[config.mk]
export PLATFORM = sky130hd
export DESIGN_NAME = insn_stream_feeder
export DESIGN_NICKNAME = d
export VERILOG_FILES = /design/src/rtl/insn_stream_feeder.sv
export SDC_FILE = /design/constraint.sdc
export NUM_CORES = 1
export LEC_CHECK = 0
export CORE_MARGIN = 5
export CORE_UTILIZATION = 59
export DETAILED_ROUTE_END_ITERATION = 7
export MAX_ROUTING_LAYER = met4
export PLACE_DENSITY = 0.78
export REMOVE_ABC_BUFFERS = 1
export SYNTH_ARGS = -nofsm -noshare
export SYNTH_HDL_FRONTEND = slang
export SYNTH_SLANG_ARGS = --single-unit
[constraint.sdc]
create_clock -name CLK -period 3.3 [get_ports CLK]
set_input_delay 0.33 -clock CLK [delete_from_list [all_inputs] [get_ports CLK]]
set_output_delay 0.33 -clock CLK [all_outputs]
set_load 0.005 [all_outputs]
[src/rtl/insn_stream_feeder.sv]
// insn_stream_feeder: buffers raw day-10 instructions (noop / addx V) in a
// small FIFO and expands them into one {op, arg} word per consumer cycle.
// noop -> {0,0}; addx V -> {0,0} then {1,V}. A bubble (empty FIFO) reads as
// {0,0} and is flagged as a sticky underrun when consumed.
// Optional macro FEEDER_PC_CHECK_EN: when defined, the consumer's pc is
// compared against the consumed-word count on every en cycle and a mismatch
// sets the sticky pc_err flag; when undefined, pc is ignored and pc_err is 0.
module insn_stream_feeder #(
  parameter int DEPTH = 16,
  parameter int AW    = 4
) (
  input  logic               CLK,
  input  logic               RST,
  input  logic               in_valid,
  output logic               in_ready,
  input  logic               in_addx,
  input  logic signed [15:0] in_arg,
  input  logic               en,
  input  logic [11:0]        pc,
  output logic [16:0]        data_out,
  output logic [11:0]        cycle_cnt,
  output logic [AW:0]        fifo_level,
  output logic               underrun,
  output logic               pc_err
);

  typedef enum logic {FETCH = 1'b0, ADD = 1'b1} state_t;

  // FIFO storage is pure data and carries no reset.
  logic [16:0]        mem_q [DEPTH];
  logic [AW-1:0]      wr_ptr_q, wr_ptr_d;
  logic [AW-1:0]      rd_ptr_q, rd_ptr_d;
  logic [AW:0]        level_q, level_d;
  state_t             state_q, state_d;
  logic signed [15:0] arg_q, arg_d;
  logic [11:0]        cnt_q, cnt_d;
  logic               underrun_q, underrun_d;

  logic               full, empty, push, pop;
  logic [16:0]        head;

  // Next-state: FIFO bookkeeping, instruction expansion, counters.
  always_comb begin
    full       = (level_q == (AW+1)'(DEPTH));
    empty      = (level_q == '0);
    head       = mem_q[rd_ptr_q];
    push       = in_valid && !full;
    pop        = 1'b0;
    state_d    = state_q;
    arg_d      = arg_q;
    underrun_d = underrun_q;

    case (state_q)
      FETCH: begin
        if (en) begin
          if (empty) begin
            underrun_d = 1'b1;
          end else begin
            pop = 1'b1;
            if (head[16]) begin
              state_d = ADD;
              arg_d   = head[15:0];
            end
          end
        end
      end
      ADD: begin
        // Second half of an addx; the instruction was already popped.
        if (en) state_d = FETCH;
      end
      default: state_d = FETCH;
    endcase

    wr_ptr_d = push ? wr_ptr_q + AW'(1) : wr_ptr_q;
    rd_ptr_d = pop  ? rd_ptr_q + AW'(1) : rd_ptr_q;

    case ({push, pop})
      2'b10:   level_d = level_q + (AW+1)'(1);
      2'b01:   level_d = level_q - (AW+1)'(1);
      default: level_d = level_q;
    endcase

    cnt_d = (en && cnt_q != 12'hFFF) ? cnt_q + 12'd1 : cnt_q;
  end

  // FIFO write port.
  always_ff @(posedge CLK) begin
    if (push) mem_q[wr_ptr_q] <= {in_addx, in_arg};
  end

  // Control and FSM state; reset discards queued and half-emitted work.
  always_ff @(posedge CLK or posedge RST) begin
    if (RST) begin
      wr_ptr_q   <= '0;
      rd_ptr_q   <= '0;
      level_q    <= '0;
      state_q    <= FETCH;
      arg_q      <= '0;
      cnt_q      <= '0;
      underrun_q <= 1'b0;
    end else begin
      wr_ptr_q   <= wr_ptr_d;
      rd_ptr_q   <= rd_ptr_d;
      level_q    <= level_d;
      state_q    <= state_d;
      arg_q      <= arg_d;
      cnt_q      <= cnt_d;
      underrun_q <= underrun_d;
    end
  end

`ifdef FEEDER_PC_CHECK_EN
  logic pc_err_q, pc_err_d;

  // Sticky pc cross-check against the count of words consumed so far.
  always_comb begin
    pc_err_d = pc_err_q | (en && (pc != cnt_q));
  end

  // pc_err flag register.
  always_ff @(posedge CLK or posedge RST) begin
    if (RST) pc_err_q <= 1'b0;
    else     pc_err_q <= pc_err_d;
  end

  assign pc_err = pc_err_q;
`else
  logic unused_pc;
  assign unused_pc = ^pc;
  assign pc_err    = 1'b0;
`endif

  assign in_ready   = !full;
  assign data_out   = (state_q == ADD) ? {1'b1, arg_q} : 17'h00000;
  assign cycle_cnt  = cnt_q;
  assign fifo_level = level_q;
  assign underrun   = underrun_q;

endmodule

-- Word level (Yosys, flattened, before mapping)
Memory sizes are Yosys's and may differ from the RTL's.
Cells that the tools add are included.
- register bits after elaboration: 43
- bits in latches: 0
- bits in writable memories: 272
- memory bits (read-only): 0
- input bits: 33
- output and inout port bits: 37
- word-level logic and storage cells: 38
- memories: 1
- add/subtract/negate cells: 5
- $mul: 0
- div/mod/pow operators: 0
- magnitude comparators: 0
- equality and inequality tests: 4
- shift-type cells: 0
- multiplexer cells: 12
- bitwise logic cells: 2
- reductions and logical operators: 7
- memories (memory ; words ; bits a word ; rd ports ; clocked after memory_dff ; wr ports ; line ; text):
    mem_q ; 16 ; 17 ; 1 ; 0 ; 1 ; 30 ; logic [16:0] mem_q [DEPTH];
- operators with widths (kind ; number):
    $mux W17 ; 1
    $add A12 B1 Y12 const B ; 1
    $ne A12 B12 Y1 const B ; 1
    $pmux W5 S2 ; 1
    $mux W1 ; 9
    $add A4 B1 Y4 const B ; 2
    $add A5 B1 Y5 const B ; 1
    $eq A5 B5 Y1 const B ; 1
    $logic_not A5 Y1 ; 1
    $sub A5 B1 Y5 const B ; 1
    $reduce_and A4 Y1 ; 1
    $reduce_and A3 Y1 ; 1
    $eq A2 B1 Y1 const B ; 1
    $eq A2 B2 Y1 const B ; 1
    $logic_and A1 B1 Y1 ; 2
    $not A1 Y1 ; 2
    $pmux W1 S2 ; 1
    $reduce_bool A2 Y1 ; 1
    $logic_not A1 Y1 ; 1

-- Longest topological paths before layout
Gate-level depths: netlist (run 1).
- depth after elaboration: 6
- gate-level depth with buffers: 13
- mapped depth without buffers: 12

-- Worst setup path before layout (run 1)
Ideal clock, no wire load.
- kind: flip-flop to flip-flop
- start: register level_q[0], in the netlist fifo_level[0]
- end: memory mem_q[3][0], enable pin
- setup time: 0.412 ns
- arrival: 2.346 ns
- data required time: 2.888 ns
- slack: 0.542 ns
- cell stages (with the launch flop): 7
- period minus slack after synthesis: 2.758 ns
- cells stage by stage: dfrtp_1 -> nor4_1 -> nand2_1 -> and2_1 -> clkbuf_1 -> nand2_1 -> nor3_1
- longest elaborated chain between the ends: 5
- RTL lines (what ; line ; text):
    start, declared ; 33 ; logic [AW:0] level_q, level_d;
    start signal, assigned ; 104 ; level_q <= level_d;
    $eq A5 B5 Y1 ; 44 ; full = (level_q == (AW+1)'(DEPTH));
    $logic_not A1 Y1 ; n/a ;
    named net in_ready ; 15 ; output logic in_ready,
    $logic_and A1 B1 Y1 ; 47 ; push = in_valid && !full;
    $mux W1 ; 88 ; if (push) mem_q[wr_ptr_q] <= {in_addx, in_arg};
    $mux W1 (implied by the code) ; 88 ;
    end, declared ; 30 ;
The timed path passes the listed nets, and every way through them passes these cells.

-- Worst setup path in the final report (run 1)
- start: register level_q[0], in the netlist fifo_level[0]
- end: register level_q[4], in the netlist fifo_level[4]
- longest elaborated chain between the ends: 6
- elaborated cells between the ends (all ways): 13
- classes of those cells: add/sub (2); eq/ne (3); mux (4); reduce/logical (4)
- RTL lines (what ; line ; text):
    $logic_not A5 Y1 ; 45 ; empty = (level_q == '0);
    $mux W1 ; 56 ; if (empty) begin
    $mux W1 ; 55 ; if (en) begin
    $mux W1 ; 53 ; case (state_q)
    $eq A2 B1 Y1 or $eq A2 B2 Y1 (tied branches) ; 77 ; case ({push, pop})
    $pmux W5 S2 or $reduce_bool A2 Y1 (tied branches) ; n/a ;
Parallel ways exist; a longest one is shown, timed or not.
A chain may end at the register's enable or synchronous reset.

==> results.sh, run 1 <==
export IMPL_start_kind="register"
export IMPL_antenna_found_initial=0
export IMPL_cts_buffers=30
export IMPL_crit_chain="nor4_1 -> nand2_1 -> and2_1 -> inv_1 -> ha_1 -> inv_1 -> fa_1 -> nor2b_1 -> o21ai_0 -> and3_1 -> nor3_1 -> xor2_1"
export IMPL_hold_viol_final=0
export IMPL_yosysSeqAreaShare_pct=74.3
export IMPL_crit_path_max_incr_delay_ns=0.44
export IMPL_synthFlopType="edfxtp_1"
export IMPL_synth_edf_count=272
export IMPL_drc=0
export IMPL_avgSynthCellArea_sq_um=19.4
export IMPL_port_buffers=56
export IMPL_postCtsHoldBufs=0
export IMPL_grt_use_total_pct=22.5
export IMPL_wl_um=25600
export IMPL_ys_warn_count=0
export IMPL_postRouteAntennaNets=0
export IMPL_cts_buffer_depth=3
export IMPL_detail_route_wl_per_cell_um=24.8
export IMPL_place_area_sq_um=13500
export IMPL_fin_crit_sh_pct=87.2
export IMPL_grt_pass1_wl_um=39800
export IMPL_synthTopCellsByArea="edfxtp_1 (66%), mux4_2 (12%), dfrtp_1 (8.6%)"
export IMPL_startpoint="fifo_level[0]"
export IMPL_grt_max_degree=33
export IMPL_relSlewSlack_pct=44.2
export IMPL_gr_total_overflow=0
export IMPL_status="finished, final reports clean"
export IMPL_cpMostUsedCell="inv_1"
export IMPL_area_delta_synth_final_pct=16.8
export IMPL_timing_hold_ws_ns=0.208
export IMPL_crit_type="register to register"
export IMPL_routed_via_density=6.10
export IMPL_post_cts_setup_buffers=0
export IMPL_rsz0062_at_grt="false"
export IMPL_gp_congestion=0.782
export IMPL_cts_root_buf="clkbuf_16"
export IMPL_async_flop_share_pct=13.7
export IMPL_rr_endpoint="fifo_level[4]"
export IMPL_via_count=6281
export IMPL_ys_types=43
export IMPL_hold_path_class="input pin to async pin"
export IMPL_peakVddDrop_mv=0.516
export IMPL_placeableCoreArea_sq_um=20900
export IMPL_drt_initial_drc_count=607
export IMPL_endpoint_kind="register"
export IMPL_synth_largest_area_cell="edfxtp_1"
export IMPL_cp_data_required_time_ns=3.76
export IMPL_cp_slowest_cell="dfrtp_1"
export IMPL_clkSinkCount=315
export IMPL_yosysTopAreaCellShare_pct=65.6
export IMPL_clock_latency_ns=0.54
export IMPL_drive_gt1_share_pct=24.8
export IMPL_fin_worst_skew_ns=0.0105
export IMPL_power_total_mw=12.6
export IMPL_syn_area_sq_um=12400
export IMPL_dieWidth_um=155
export IMPL_p_leak_nw=4.96
export IMPL_rrSetupSlack_ns=0.42
export IMPL_setup_viol=0
export IMPL_ctsResizeCount=0
export IMPL_antennaDiodeCount=0
export IMPL_nNetsFinal=774
export IMPL_synthCells=641
export IMPL_r2r_start="fifo_level[0]"
export IMPL_synth_commonest_cells="edfxtp_1 (272), mux4_2 (64), dfrtp_1 (43)"
export IMPL_final_area_sq_um=14500
export IMPL_max_cap_violations=0
export IMPL_yosysMostFrequentCell="edfxtp_1"
export IMPL_yosys_register_bits=315
export IMPL_drt_pass1_iterations=6
export IMPL_fmax_ghz=0.348
export IMPL_cp_buffers_inverters=2
export IMPL_worst_ep_arrival_time_ns=3.34
export IMPL_cts_tree="done"
export IMPL_worst_pin_slew_ns=0.826
export IMPL_r2r_cells=12
export IMPL_clk_pin_slew_ns=0.06
export IMPL_cts_htree_levels=1
export IMPL_first_global_vias=6683
export IMPL_start_util_pct=59.6
export IMPL_fp_dieH_um=155
export IMPL_critPathTopFamily="simple AND/OR/NAND/NOR gates"
export IMPL_row_count=53
export IMPL_power_density_nw_per_um2=867
export IMPL_die_area_sq_um=24100
export IMPL_fin_crit_ns=2.88
export IMPL_cp_max_fo=9
export IMPL_boundaryPins=70
export IMPL_hpwlAfterDp_um=15000
export IMPL_drv_slew=0
[registers in the layout, indices dropped and copies added (netlist names)]
signal,count
underrun,1
mem_q,272
arg_q,16
wr_ptr_q,4
rd_ptr_q,4
state_q,1
cycle_cnt,12
fifo_level,5
[cell usage in the layout, fill, tap and decap left out, types with 3 or more instances in the layout]
master           count
a22oi_1             29
and2_1              18
buf_4               32
bufinv_16            5
clkbuf_1             3
clkbuf_16           31
clkdlybuf4s50_1     56
clkinv_1             6
clkinv_2             6
clkinvlp_4           3
dfrtp_1             41
edfxtp_1           272
ha_1                10
inv_1               10
mux2_2               9
mux2_4               9
mux2i_1              9
mux4_2              64
nand2_1             32
nand3_1             16
nand4_1              4
nor2_1               9
nor2_2              12
nor2b_1              7
nor3_1               3
nor3_2               4
o21ai_0              4
xnor2_1             13
xor2_1               8
[cell type report]
| class | count | area (sq um) |
|---|---|---|
| inverters | 11 | 41.3 |
| clock buffers | 34 | 787 |
| flip-flops and latches | 315 | 9250 |
| multi-input cells | 283 | 3050 |
| well taps | 275 | 344 |
| clock inverters | 22 | 239 |
| fillers | 1272 | 6360 |
| repair buffers | 89 | 821 |
[per-layer routing]
metal	vias to the layer above	global-route usage, %	share of wire (%)
li1	2724	-	-
met1	3246	30.8	39
met2	267	36.0	50
met3	44	4.42	8.7
met4	0	4.92	2.1
met5	-	-	0
[power breakdown]
group	switching, mW	internal [mW]
Combinational	1.77	1.89
Sequential	0.490	4.93
Clock	1.42	2.10
[kinds of logic after synthesis]
| kind of cell | after synthesis | share of synthesized area, % |
|---|---|---|
| and+or+nand+nor | 116 | 4.67 |
| DFF | 315 | 74.3 |
| adders and majority gates | 11 | 1.17 |
| xor gates and xnor gates | 21 | 1.48 |
| AOI/OAI and AO/OA | 43 | 2.55 |
| muxes | 91 | 14.2 |
| buffers and inverters | 43 | 1.62 |
| other | 1 | 0.0301 |
[per-stage QoR]
stage | instances | setup TNS [ns] | worst slack (ns) | utilization [%]
finish | 1029 | 0 | 0.423 | 69.6
global placement | 973 | 0 | 0.532 | 64.7
floorplan | 609 | -17.58 | -1.03 | -
CTS | 1029 | 0 | 0.422 | 69.6
detailed placement | 973 | 0 | 0.332 | 64.7
global route | 1029 | 0 | 0.216 | 69.6
[worst max path at each step]
stage | endpoint | slack (ns) | depth (start not counted)
after detailed placement | fifo_level[4] | 0.33 | 11
after global placement | fifo_level[4] | 0.53 | 11
final | fifo_level[4] | 0.42 | 12
after CTS | fifo_level[4] | 0.42 | 12
after floorplan | arg_q[10] | -1.03 | 5
after global routing | fifo_level[4] | 0.22 | 12
(Power assumes the default switching activity.)
==> inputs of run 2 (changes only) <==
--- a/config.mk
+++ b/config.mk
@@ -8,6 +8,7 @@
 export CORE_MARGIN = 5
 export CORE_UTILIZATION = 59
 export DETAILED_ROUTE_END_ITERATION = 7
+export GPL_ROUTABILITY_DRIVEN = 0
 export MAX_ROUTING_LAYER = met4
 export PLACE_DENSITY = 0.78
 export REMOVE_ABC_BUFFERS = 1
==> results of run 2 <==
Final layout, timing and power as in run 1 (identical DEF).
==> inputs of run 3 (changes only) <==
--- a/config.mk
+++ b/config.mk
@@ -10,7 +10,7 @@
 export DETAILED_ROUTE_END_ITERATION = 7
 export GPL_ROUTABILITY_DRIVEN = 0
 export MAX_ROUTING_LAYER = met4
-export PLACE_DENSITY = 0.78
+export PLACE_DENSITY = 0.8
 export REMOVE_ABC_BUFFERS = 1
 export SYNTH_ARGS = -nofsm -noshare
 export SYNTH_HDL_FRONTEND = slang
==> results.sh, run 3 (same netlist as run 1, synthesis figures left out) <==
export IMPL_drt_pass1_iterations=5
export IMPL_antennaDiodeCount=0
export IMPL_antenna_found_initial=0
export IMPL_r2r_cells=12
export IMPL_postCtsHoldBufs=0
export IMPL_fin_crit_ns=2.88
export IMPL_drc=0
export IMPL_mostFrequentLayoutCell="edfxtp_1"
export IMPL_drive_gt1_share_pct=25.6
export IMPL_area_delta_synth_final_pct=17.9
export IMPL_cts_htree_levels=1
export IMPL_routed_via_density=6.19
export IMPL_final_area_sq_um=14700
export IMPL_rsz0062_at_grt="false"
export IMPL_fin_worst_skew_ns=0.0153
export IMPL_detail_route_wl_per_cell_um=25.5
export IMPL_dp_cells=976
export IMPL_port_buffers=56
export IMPL_grt_max_degree=52
export IMPL_crit_type="register to register"
export IMPL_hold_viol_final=0
export IMPL_fp_dieH_um=155
export IMPL_die_area_sq_um=24100
export IMPL_endpoint_kind="register"
export IMPL_gr_total_overflow=0
export IMPL_hold_path_class="input pin to async pin"
export IMPL_worst_ep_arrival_time_ns=3.33
export IMPL_grt_pass1_wl_um=40600
export IMPL_cts_root_buf="clkbuf_16"
export IMPL_cts_buffers=30
export IMPL_clock_latency_ns=0.55
export IMPL_relSlewSlack_pct=41.5
export IMPL_worst_pin_slew_ns=0.867
export IMPL_status="finished, final reports clean"
export IMPL_grt_use_total_pct=23.1
export IMPL_stdcell_count=1032
export IMPL_setup_viol=0
export IMPL_ctsResizeCount=0
export IMPL_layout_common_cells="edfxtp_1 (272), mux4_2 (64), clkdlybuf4s50_1 (56)"
export IMPL_drt_initial_drc_count=669
export IMPL_max_cap_violations=0
export IMPL_peakVddDrop_mv=0.585
export IMPL_postRouteAntennaNets=0
export IMPL_start_util_pct=59.6
export IMPL_fmax_ghz=0.348
export IMPL_timing_hold_ws_ns=0.248
export IMPL_seqCellArea_sq_um=9250
export IMPL_clk_pin_slew_ns=0.07
export IMPL_fin_crit_sh_pct=87.2
export IMPL_start_kind="register"
export IMPL_row_count=53
export IMPL_post_cts_setup_buffers=0
export IMPL_via_count=6383
export IMPL_cp_data_required_time_ns=3.76
export IMPL_cp_max_fo=9
export IMPL_nNetsFinal=777
export IMPL_drv_slew=0
export IMPL_wl_um=26300
export IMPL_largest_reg_flops=272
export IMPL_first_global_vias=6780
export IMPL_power_total_mw=12.9
export IMPL_multi_input_area_sq_um=3050
export IMPL_hpwlAfterDp_um=15200
export IMPL_fillers=1207
export IMPL_boundaryPins=70
export IMPL_dieWidth_um=155
export IMPL_cts_buffer_depth=3
export IMPL_power_density_nw_per_um2=879
export IMPL_place_area_sq_um=13600
export IMPL_largest_register="mem_q"
export IMPL_placeableCoreArea_sq_um=20900
export IMPL_cts_tree="done"
export IMPL_clkSinkCount=315
export IMPL_p_leak_nw=5.02
## run 3: worst paths after layout
path                       slack, ns           from             to
max reg2reg                     0.42  fifo_level[0]  fifo_level[4]
max                             0.42  fifo_level[0]  fifo_level[4]
min in group CLK                0.47       underrun       underrun
max in group asynchronous       2.34            RST       arg_q[5]
min                             0.25            RST   cycle_cnt[3]
min reg2reg                     0.47       underrun       underrun
## run 3: critical path, stage by stage (launching register included)
cell	delay, ns
dfrtp_1	0.45
nor4_1	0.29
nand2_1	0.11
and2_1	0.30
inv_1	0.10
ha_1	0.23
inv_1	0.10
fa_1	0.40
nor2b_1	0.11
o21ai_0	0.11
and3_1	0.20
nor3_1	0.19
xor2_1	0.18
## run 3: area by class of cell
cell class | count | area share [%]
repair buffers | 92 | 6.00
inverters | 11 | 0.281
clock buffers | 33 | 5.47
flip-flops and latches | 315 | 63.0
well taps | 275 | 2.35
clock inverters | 23 | 2.07
multi-input cells | 283 | 20.8
## run 3: where the power goes
group          internal [mW]  switching (mW)  total [mW]  leakage (nW)
sequential              4.93           0.431        5.36          2.98
clock                   2.30            1.45        3.75         0.528
combinational           1.91            1.88        3.79          1.51
total                   9.13            3.76        12.9          5.02
## run 3: metal layers
metal / GRT usage (%) / wire [um]
met5: - / 0
met4: 8.38 / 1060
met3: 3.89 / 2600
met2: 37.2 / 13100
met1: 30.5 / 9500
## run 3: metrics by stage
| stage | utilization [%] | setup TNS [ns] | worst slack (ns) |
|---|---|---|---|
| after detailed placement | 64.9 | 0 | 0.410 |
| after global placement | 64.9 | 0 | 0.569 |
| after floorplan | - | -17.58 | -1.03 |
| after CTS | 70.2 | 0 | 0.426 |
| after global routing | 70.2 | 0 | 0.103 |
| final | 70.2 | 0 | 0.423 |
